### src/rtl/sat_accumulator_if.sv
// rtl/sat_accumulator_if.sv - sample-in / result-out bundle for sat_accumulator
interface sat_acc_if #(
  parameter int WIDTH     = 8,
  parameter int ACC_WIDTH = 16,
  parameter int CHANNELS  = 4,
  parameter int CNT_WIDTH = 16
);
  localparam int CW = $clog2(CHANNELS);

  logic                 in_valid;
  logic                 in_ready;
  logic [WIDTH-1:0]     in_data;
  logic [CW-1:0]        in_ch;
  logic                 in_last;
  logic                 out_valid;
  logic                 out_ready;
  logic [ACC_WIDTH-1:0] out_data;
  logic [CW-1:0]        out_ch;
  logic                 out_sat;
  logic [CNT_WIDTH-1:0] sat_cnt;

  modport master (
    output in_valid, in_data, in_ch, in_last, out_ready,
    input  in_ready, out_valid, out_data, out_ch, out_sat, sat_cnt
  );

  modport slave (
    input  in_valid, in_data, in_ch, in_last, out_ready,
    output in_ready, out_valid, out_data, out_ch, out_sat, sat_cnt
  );
endinterface

### src/rtl/sat_accumulator.sv
// rtl/sat_accumulator.sv - multi-channel saturating accumulator with framed output
// Accumulators are read straight from registers, so same-channel samples on consecutive cycles chain without a hazard.
module sat_accumulator #(
  parameter int WIDTH     = 8,
  parameter int ACC_WIDTH = 16,
  parameter int CHANNELS  = 4,
  parameter int SIGNED    = 0,
  parameter int CNT_WIDTH = 16
) (
  input  logic     sys_clk,
  input  logic     sys_rst_n,
  input  logic     clr,
  sat_acc_if.slave bus
);
  localparam int CW = $clog2(CHANNELS);
  localparam int XW = ACC_WIDTH + 1 - WIDTH;
  localparam logic [ACC_WIDTH-1:0] UMAX = {ACC_WIDTH{1'b1}};
  localparam logic [ACC_WIDTH-1:0] SMAX = {1'b0, {(ACC_WIDTH-1){1'b1}}};
  localparam logic [ACC_WIDTH-1:0] SMIN = {1'b1, {(ACC_WIDTH-1){1'b0}}};

  logic [ACC_WIDTH-1:0] acc_q [CHANNELS];
  logic [CHANNELS-1:0]  sat_flag_q;
  logic                 out_valid_q;
  logic [ACC_WIDTH-1:0] out_data_q;
  logic [CW-1:0]        out_ch_q;
  logic                 out_sat_q;
  logic [CNT_WIDTH-1:0] sat_cnt_q;

  logic [CW-1:0]        ch;
  logic [ACC_WIDTH-1:0] acc_cur;
  logic [ACC_WIDTH-1:0] acc_d;
  logic [ACC_WIDTH:0]   add_a;
  logic [ACC_WIDTH:0]   add_b;
  logic [ACC_WIDTH:0]   sum;
  logic                 clamp;
  logic                 in_ready;
  logic                 accept;

  assign in_ready = !clr && (!out_valid_q || bus.out_ready);
  assign accept   = bus.in_valid && in_ready;

  // One extra bit of headroom makes overflow visible in the top two sum bits.
  always_comb begin
    ch      = bus.in_ch;
    acc_cur = acc_q[ch];
    if (SIGNED != 0) begin
      add_a = {acc_cur[ACC_WIDTH-1], acc_cur};
      add_b = {{XW{bus.in_data[WIDTH-1]}}, bus.in_data};
    end else begin
      add_a = {1'b0, acc_cur};
      add_b = {{XW{1'b0}}, bus.in_data};
    end
    sum   = add_a + add_b;
    acc_d = sum[ACC_WIDTH-1:0];
    clamp = 1'b0;
    if (SIGNED != 0) begin
      if (sum[ACC_WIDTH] != sum[ACC_WIDTH-1]) begin
        clamp = 1'b1;
        acc_d = sum[ACC_WIDTH] ? SMIN : SMAX;
      end
    end else if (sum[ACC_WIDTH]) begin
      clamp = 1'b1;
      acc_d = UMAX;
    end
  end

  always_ff @(posedge sys_clk or negedge sys_rst_n) begin
    if (!sys_rst_n) begin
      for (int i = 0; i < CHANNELS; i++) acc_q[i] <= '0;
      sat_flag_q  <= '0;
      out_valid_q <= 1'b0;
      out_data_q  <= '0;
      out_ch_q    <= '0;
      out_sat_q   <= 1'b0;
      sat_cnt_q   <= '0;
    end else if (clr) begin
      for (int i = 0; i < CHANNELS; i++) acc_q[i] <= '0;
      sat_flag_q  <= '0;
      out_valid_q <= 1'b0;
      sat_cnt_q   <= '0;
    end else begin
      if (out_valid_q && bus.out_ready) out_valid_q <= 1'b0;
      if (accept) begin
        if (bus.in_last) begin
          out_data_q     <= acc_d;
          out_ch_q       <= ch;
          out_sat_q      <= sat_flag_q[ch] | clamp;
          out_valid_q    <= 1'b1;
          acc_q[ch]      <= '0;
          sat_flag_q[ch] <= 1'b0;
        end else begin
          acc_q[ch] <= acc_d;
          if (clamp) sat_flag_q[ch] <= 1'b1;
        end
        if (clamp && (sat_cnt_q != {CNT_WIDTH{1'b1}})) sat_cnt_q <= sat_cnt_q + 1'b1;
      end
    end
  end

  assign bus.in_ready  = in_ready;
  assign bus.out_valid = out_valid_q;
  assign bus.out_data  = out_data_q;
  assign bus.out_ch    = out_ch_q;
  assign bus.out_sat   = out_sat_q;
  assign bus.sat_cnt   = sat_cnt_q;
endmodule

### src/flat_wrapper.sv
// flat-port wrapper written by rule: the top's interface ports become plain ports
module sat_accumulator_flat 
#(
  parameter int WIDTH     = 8,
  parameter int ACC_WIDTH = 16,
  parameter int CHANNELS  = 4,
  parameter int SIGNED    = 0,
  parameter int CNT_WIDTH = 16
)
  (sys_clk, sys_rst_n, clr, bus_in_valid, bus_in_data, bus_in_ch, bus_in_last, bus_out_ready, bus_in_ready, bus_out_valid, bus_out_data, bus_out_ch, bus_out_sat, bus_sat_cnt);
  sat_acc_if #(.WIDTH(WIDTH), .ACC_WIDTH(ACC_WIDTH), .CHANNELS(CHANNELS), .CNT_WIDTH(CNT_WIDTH)) bus_i ();
  input  logic sys_clk;
  input  logic sys_rst_n;
  input  logic clr;
  input wire logic [$bits(bus_i.in_valid)-1:0] bus_in_valid;
  input wire logic [$bits(bus_i.in_data)-1:0] bus_in_data;
  input wire logic [$bits(bus_i.in_ch)-1:0] bus_in_ch;
  input wire logic [$bits(bus_i.in_last)-1:0] bus_in_last;
  input wire logic [$bits(bus_i.out_ready)-1:0] bus_out_ready;
  output wire logic [$bits(bus_i.in_ready)-1:0] bus_in_ready;
  output wire logic [$bits(bus_i.out_valid)-1:0] bus_out_valid;
  output wire logic [$bits(bus_i.out_data)-1:0] bus_out_data;
  output wire logic [$bits(bus_i.out_ch)-1:0] bus_out_ch;
  output wire logic [$bits(bus_i.out_sat)-1:0] bus_out_sat;
  output wire logic [$bits(bus_i.sat_cnt)-1:0] bus_sat_cnt;
  assign bus_i.in_valid = bus_in_valid;
  assign bus_i.in_data = bus_in_data;
  assign bus_i.in_ch = bus_in_ch;
  assign bus_i.in_last = bus_in_last;
  assign bus_i.out_ready = bus_out_ready;
  assign bus_in_ready = bus_i.in_ready;
  assign bus_out_valid = bus_i.out_valid;
  assign bus_out_data = bus_i.out_data;
  assign bus_out_ch = bus_i.out_ch;
  assign bus_out_sat = bus_i.out_sat;
  assign bus_sat_cnt = bus_i.sat_cnt;
  sat_accumulator #(.WIDTH(WIDTH), .ACC_WIDTH(ACC_WIDTH), .CHANNELS(CHANNELS), .SIGNED(SIGNED), .CNT_WIDTH(CNT_WIDTH)) u_core (.sys_clk(sys_clk), .sys_rst_n(sys_rst_n), .clr(clr), .bus(bus_i));
endmodule
### config.mk
export PLATFORM = sky130hd
export DESIGN_NAME = sat_accumulator_flat
export DESIGN_NICKNAME = d
export VERILOG_FILES = /design/src/rtl/sat_accumulator_if.sv /design/src/rtl/sat_accumulator.sv /design/src/flat_wrapper.sv
export SDC_FILE = /design/constraint.sdc
export NUM_CORES = 1
export LEC_CHECK = 0
export CORE_ASPECT_RATIO = 1.5
export CORE_MARGIN = 2
export CORE_UTILIZATION = 35
export CTS_CLUSTER_SIZE = 30
export DETAILED_ROUTE_END_ITERATION = 16
export PLACE_DENSITY = 0.58
export SLEW_MARGIN = 20
export SYNTH_ARGS = -nofsm -noshare
export SYNTH_HDL_FRONTEND = slang
export SYNTH_SLANG_ARGS = --single-unit
export TNS_END_PERCENT = 10
### constraint.sdc
create_clock -name sys_clk -period 5.8 [get_ports sys_clk]
set_input_delay 0.87 -clock sys_clk [delete_from_list [all_inputs] [get_ports sys_clk]]
set_output_delay 0.87 -clock sys_clk [all_outputs]
set_load 0.02 [all_outputs]
# --- Word-level counts from Yosys, hierarchy flattened ---
# Index checks and enable logic that the tools add are counted.
op_classes:
  add_sub_neg: 2
  order_cmp: 4
  n_eq_ne: 1
  mux: 26
  bitwise: 8
  n_reduce_logical: 15
op_table:
  columns: ["op", "n"]
  rows:
  - ["2-to-1 mux 64 bit", 3]
  - ["2-to-1 mux 16 bit", 7]
  - ["AND 64 bit", 1]
  - ["bitwise mux 64 bit", 1]
  - ["inverter 64 bit", 1]
  - ["binary-select mux 16 bit (select 2 bit)", 1]
  - ["demux 16 bit (select 2 bit)", 1]
  - ["adder 16 x 8 -> 17 bit", 1]
  - ["adder 16 x 1 -> 16 bit, second input constant", 1]
  - ["2-to-1 mux 4 bit", 4]
  - ["inequality test 16 bit, second input constant", 1]
  - ["2-to-1 mux 1 bit", 7]
  - ["logical AND 1 bit", 6]
  - ["AND 4 bit", 1]
  - ["inverter 4 bit", 1]
  - ["OR 4 bit", 1]
  - ["AND reduction 2 bit", 2]
  - ["nonzero test 2 bit", 2]
  - ["greater-or-equal comparator 3 bit, second input constant", 1]
  - ["less-than comparator 2 x 3 -> 1 bit, second input constant", 1]
  - ["less-than comparator 3 x 1 -> 1 bit, second input constant", 1]
  - ["inverter 2 -> 3 bit", 1]
  - ["AND reduction 3 bit", 1]
  - ["nonzero test 3 bit", 1]
  - ["other kinds (7)", 8]
totals:
  regBits: 104
  output_inout_bits: 37
  word_cells: 66

# --- Depth between registers and ports, before layout ---
logic_depth:
  depth_word: 10
  mapped_depth: 13

# --- Least setup slack after synthesis ---
# No wires, ideal clock.
synth_timing:
  path_kind: "in2reg"
  from: "input bus_in_ch[0]"
  to: "register u_core.sat_cnt_q[6] (netlist: u_core.bus.sat_cnt[6])"
  setup_time_ps: 132
  t_arrival_ps: 3821
  slack_ps: 1847
  cell_stages: 12
  n_path_buf: 4
  path_cell_list: "buf_6 buf_12 clkbuf_1 mux4_2 ha_1 a21oi_1 a211o_1 a211o_4 buf_6 nor3_1 xnor2_1 nor2_1"
synth_via:
  elab_chain_len: 9
synth_lines:
  columns: ["item", "line", "text"]
  rows:
  - ["start: declaration", "flat_wrapper.sv:17", "input wire logic [$bits(bus_i.in_ch)-1:0] bus_in_ch;"]
  - ["inverter 2 -> 3 bit (implied by the code)", "sat_accumulator.sv:45", "acc_cur = acc_q[ch];"]
  - ["binary-select mux 16 bit (select 2 bit)", "sat_accumulator.sv:45", null]
  - ["2-to-1 mux 16 bit (implied by the code) (2 in a row)", "sat_accumulator.sv:45", null]
  - ["adder 16 x 8 -> 17 bit", "sat_accumulator.sv:53", "sum = add_a + add_b;"]
  - ["2-to-1 mux 1 bit", "sat_accumulator.sv:61", "end else if (sum[ACC_WIDTH]) begin"]
  - ["logical AND 1 bit", "sat_accumulator.sv:95", "if (clamp && (sat_cnt_q != {CNT_WIDTH{1'b1}})) sat_cnt_q <= sat_cnt_q + 1'b1;"]
  - ["nonzero test 2 bit (no line)", null, null]
  - ["AND reduction 2 bit (no line)", null, null]
  - ["end signal: assignment", "sat_accumulator.sv:95", null]
  - ["end: declaration", "sat_accumulator.sv:27", "logic [CNT_WIDTH-1:0] sat_cnt_q;"]
# Every way passes these cells. The select of a mux whose other input is x is not followed.
# A chain may end at the register's enable or synchronous reset.

# --- Worst setup path after layout ---
layout_timing:
  from: "input bus_in_ch[0]"
  to: "register u_core.acc_q[9] (netlist bit)"
layout_via:
  elab_chain_len: 10
layout_lines:
  columns: ["item", "line", "text"]
  rows:
  - ["inverter 2 -> 3 bit (implied by the code) *", "sat_accumulator.sv:45, sat_accumulator.sv:89, sat_accumulator.sv:92", null]
  - ["binary-select mux 16 bit (select 2 bit), or another cell as far along", "sat_accumulator.sv:45", null]
  - ["2-to-1 mux 16 bit (implied by the code) / logical AND 1 bit (equally long branches)", "sat_accumulator.sv:45, sat_accumulator.sv:89, sat_accumulator.sv:92", null]
  - ["2-to-1 mux 16 bit, on equally long branches", "sat_accumulator.sv:45, sat_accumulator.sv:89, sat_accumulator.sv:92", null]
  - ["adder 16 x 8 -> 17 bit / demux 16 bit (select 2 bit) (equally long branches)", "sat_accumulator.sv:53, sat_accumulator.sv:89, sat_accumulator.sv:92", null]
  - ["2-to-1 mux 16 bit / inverter 64 bit (equally long branches)", null, null]
  - ["bitwise mux 64 bit / AND 64 bit (equally long branches)", null, null]
  - ["2-to-1 mux 64 bit *", "sat_accumulator.sv:84", "if (bus.in_last) begin"]
  - ["2-to-1 mux 64 bit *", "sat_accumulator.sv:83", "if (accept) begin"]
  - ["2-to-1 mux 64 bit *", "sat_accumulator.sv:76", "end else if (clr) begin"]
  - ["end signal: indexed assignment", "sat_accumulator.sv:89", "acc_q[ch] <= '0;"]
  - ["end signal: indexed assignment", "sat_accumulator.sv:92", "acc_q[ch] <= acc_d;"]
  - ["end: declaration", "sat_accumulator.sv:21", "logic [ACC_WIDTH-1:0] acc_q [CHANNELS];"]
# Mark *: on every way between the ends. The rest lies on a longest branch, timed or not. The select of a mux whose other input is x is not followed.

==> metrics.csv <==
metric,value,unit
status,"complete, no violations",
routed vias/inst,5.60,
clk buf depth,2,
fin crit share,74.7,%
Synth top cells by count,"dfrtp_1, nand2_1, o21ai_0",
Fin. Hold Viols,0,
placed inst area,5980,µm²
crit path max fanout,34,
total of max-cap violations,0,
Hold Path Origin,u_core.bus.out_data[12]$_DFFE_PN0P_,
first-pass GRT wire length,23700,µm
H-tree depth,3,
worst-skew pair later-pin latency,0.35,ns
Avg Inst Size Synth,10.3,µm²
drt wl/cell,19.0,µm
"slowest stage cell, crit path",clkdlybuf4s50_1,
Mapped Area,5300,µm²
Chip Width,104,µm
"Top FF cell, synth",dfrtp_1,
DP HPWL,10000,µm
"Reg clk slew, reported paths",0.07,ns
grt ovf,0,
PwrDens,261,nW/µm²
Max-slew headroom,23.3,%
slowest cell delay on critical path,0.87,ns
number of flops mapped to enable cells by yosys,0,
Port Buf Inserts,52,
clock buffer count from CTS,9,
RSZ-0062 raised after global routing,no,
clk_skew,0.00918,ns
Initial Utilization,35.5,%
vias in the first global route,4394,
worst hold path depth,2,
Reg2Reg Setup Slack,2.59,ns
share of layout cells above drive strength 1,9.43,%
DRC errors left,0,
Static Leak,2.54,nW
Synth top area share,49.1,%
I/O pin total,53,
design area,6310,µm²
FF-to-FF End,u_core.acc_q[9]$_DFFE_PN0P_,
worst endpoint required time,6.00,ns
num rows,55,
Final nets,583,
"area leader, netlist",dfrtp_1,
DR vias,4261,
most frequent cell after synthesis,dfrtp_1,
CP arrival,4.53,ns
CTS Sinks,104,
Worst-Margin Slew,1.15,ns
fraction of registers with async set/reset,100,%
CP endpoint kind,flop,
starting DRC count in detailed routing,212,
Routed Antenna Nets,0,
n_diodes,0,
crit path kind,in -> reg,
final setup violating endpoints,0,
YS warnings,0,
setup TNS,0,ns
synthesis-stage register bit count,104,
Post-Syn Nets,542,
Chip Height,155,µm
CTS Root Cell,clkbuf_16,
largest net degree at the start of global routing,67,
post-synth cell types,50,
cts hold-fix bufs,0,
Max VDD drop,149,µV
cells after synthesis,516,
Overall Global Routing Usage,18.6,%
TritonRoute pass-1 iters,4,
fmax,0.231,GHz
final hold slack,0.480,ns
post-cts resize count,0,
final worst path period need,4.33,ns
Detailed Route WL,14500,µm
area of the core,14900,µm²
post-CTS setup buffers,0,
Syn-to-layout area delta,19.1,%
Die ar.,16100,µm²
TritonCTS clock tree,built,
fillers,1480,
top post-synthesis cells by area,"dfrtp_1, mux4_2, o21ai_0",
initial antenna violation count,0,
"Seq/Total Area, Yosys",49.1,%
Placer Congestion,0.915,
worst hold path class,reg -> reg,
Reg2Reg Depth,9,
CP startpoint kind,primary input,
R2R Path Start,u_core.acc_q[32]$_DFFE_PN0P_,
Max Transition Viols Final,0,
crit path cell chain,clkdlybuf4s50_1 -> mux4_2 -> ha_1 -> fa_1 -> nand3_1 -> a211o_1 -> a211o_4 -> o211ai_1 -> a211oi_1 -> o32ai_1,
worst hold endpoint,u_core.bus.out_data[12]$_DFFE_PN0P_,
==> per-layer routing <==
layer | part of all wire (%) | global-route usage, % | routed length, µm | vias up
li1 | - | - | - | 1963
met3 | 3.9 | 2.53 | 569 | 15
met5 | 0 | 0 | 0 | -
met1 | 40 | 22.4 | 5770 | 2180
met4 | 1.6 | 6.05 | 225 | 0
met2 | 55 | 34.0 | 7890 | 103
==> worst max-delay path: cells and delay by family <==
| kind | cells | cell delay, ns |
|---|---|---|
| AO/OA/AOI/OAI | 5 | 1.42 |
| buffers and inverters | 1 | 0.87 |
| adder cells (fa/ha/maj) | 2 | 0.65 |
| multiplexers | 1 | 0.59 |
| AND/OR/NAND/NOR | 1 | 0.12 |
==> worst max-delay path by stage <==
stage                  from                           endpoint  slack [ns]  depth (start not counted)
5_1_grt        bus_in_ch[0]       u_core.acc_q[41]$_DFFE_PN0P_        1.17                         10
4_1_cts        bus_in_ch[0]       u_core.acc_q[25]$_DFFE_PN0P_        1.48                         10
3_5_place_dp   bus_in_ch[0]       u_core.acc_q[25]$_DFFE_PN0P_        1.13                         10
2_1_floorplan  bus_in_ch[0]  u_core.bus.sat_cnt[6]$_DFFE_PN0P_        1.85                         12
6_report       bus_in_ch[0]        u_core.acc_q[9]$_DFFE_PN0P_        1.47                         10
3_3_place_gp   bus_in_ch[0]       u_core.acc_q[57]$_DFFE_PN0P_        1.21                         10
==> sequential cells by signal, indices dropped and copies added (netlist names) <==
register,flops
u_core.bus.out_ch,2
u_core.bus.out_valid,1
u_core.sat_flag_q,4
u_core.bus.out_sat,1
u_core.bus.out_data,16
u_core.bus.sat_cnt,16
u_core.acc_q,64
==> final cells by class <==
type                       count  area [µm²]  area share [%]
clock buffer                  10         239            3.79
clock inverter                 6        90.1            1.43
inverter                      15        56.3           0.893
multi-input combinational    366        2490            39.5
sequential                   104        2600            41.3
tap                          199         249            3.95
timing repair buffer          61         581            9.21
==> cells in the final DEF (no fill, tap or decap), types with 9 or more instances in the layout <==
| cell type | instances |
|---|---|
| nor2_1 | 30 |
| nand2_1 | 70 |
| o21ai_0 | 67 |
| clkbuf_16 | 9 |
| xnor2_1 | 12 |
| a311oi_1 | 17 |
| a21oi_1 | 24 |
| nand3_1 | 10 |
| inv_1 | 15 |
| buf_4 | 10 |
| o32ai_1 | 12 |
| clkdlybuf4s50_1 | 50 |
| mux4_2 | 16 |
| dfrtp_1 | 104 |
| ha_1 | 9 |
==> cell families (layout without fill, tap and decap cells) <==
| logic type | Yosys count | count (layout) | synth area share, % |
|---|---|---|---|
| AO/OA/AOI/OAI | 152 | 152 | 18.2 |
| adder cells (fa/ha/maj) | 10 | 10 | 2.50 |
| flip-flops | 104 | 104 | 49.1 |
| multiplexers | 23 | 23 | 8.51 |
| AND/OR/NAND/NOR | 163 | 163 | 14.7 |
| buffers and inverters | 46 | 92 | 3.95 |
| XOR/XNOR | 18 | 18 | 2.98 |
==> stage by stage <==
step	setup slack (ns)	total power, W	std cells	util (%)
finish	1.47	0.00164	761	42.2
floorplan	1.85	0.000890	516	-
detailed placement	1.13	0.000983	745	40.0
global placement	1.21	0.000981	745	40.0
global route	1.17	0.00171	761	42.2
CTS	1.48	0.00166	761	42.2
==> power by group <==
group / internal, W / switching [W] / total [W]
Sequential: 0.000749 / 0.0000138 / 0.000763
Clock: 0.000393 / 0.000281 / 0.000674
Combinational: 0.0000791 / 0.000126 / 0.000205
Total: 0.00122 / 0.000422 / 0.00164
(Power assumes the default switching activity.)
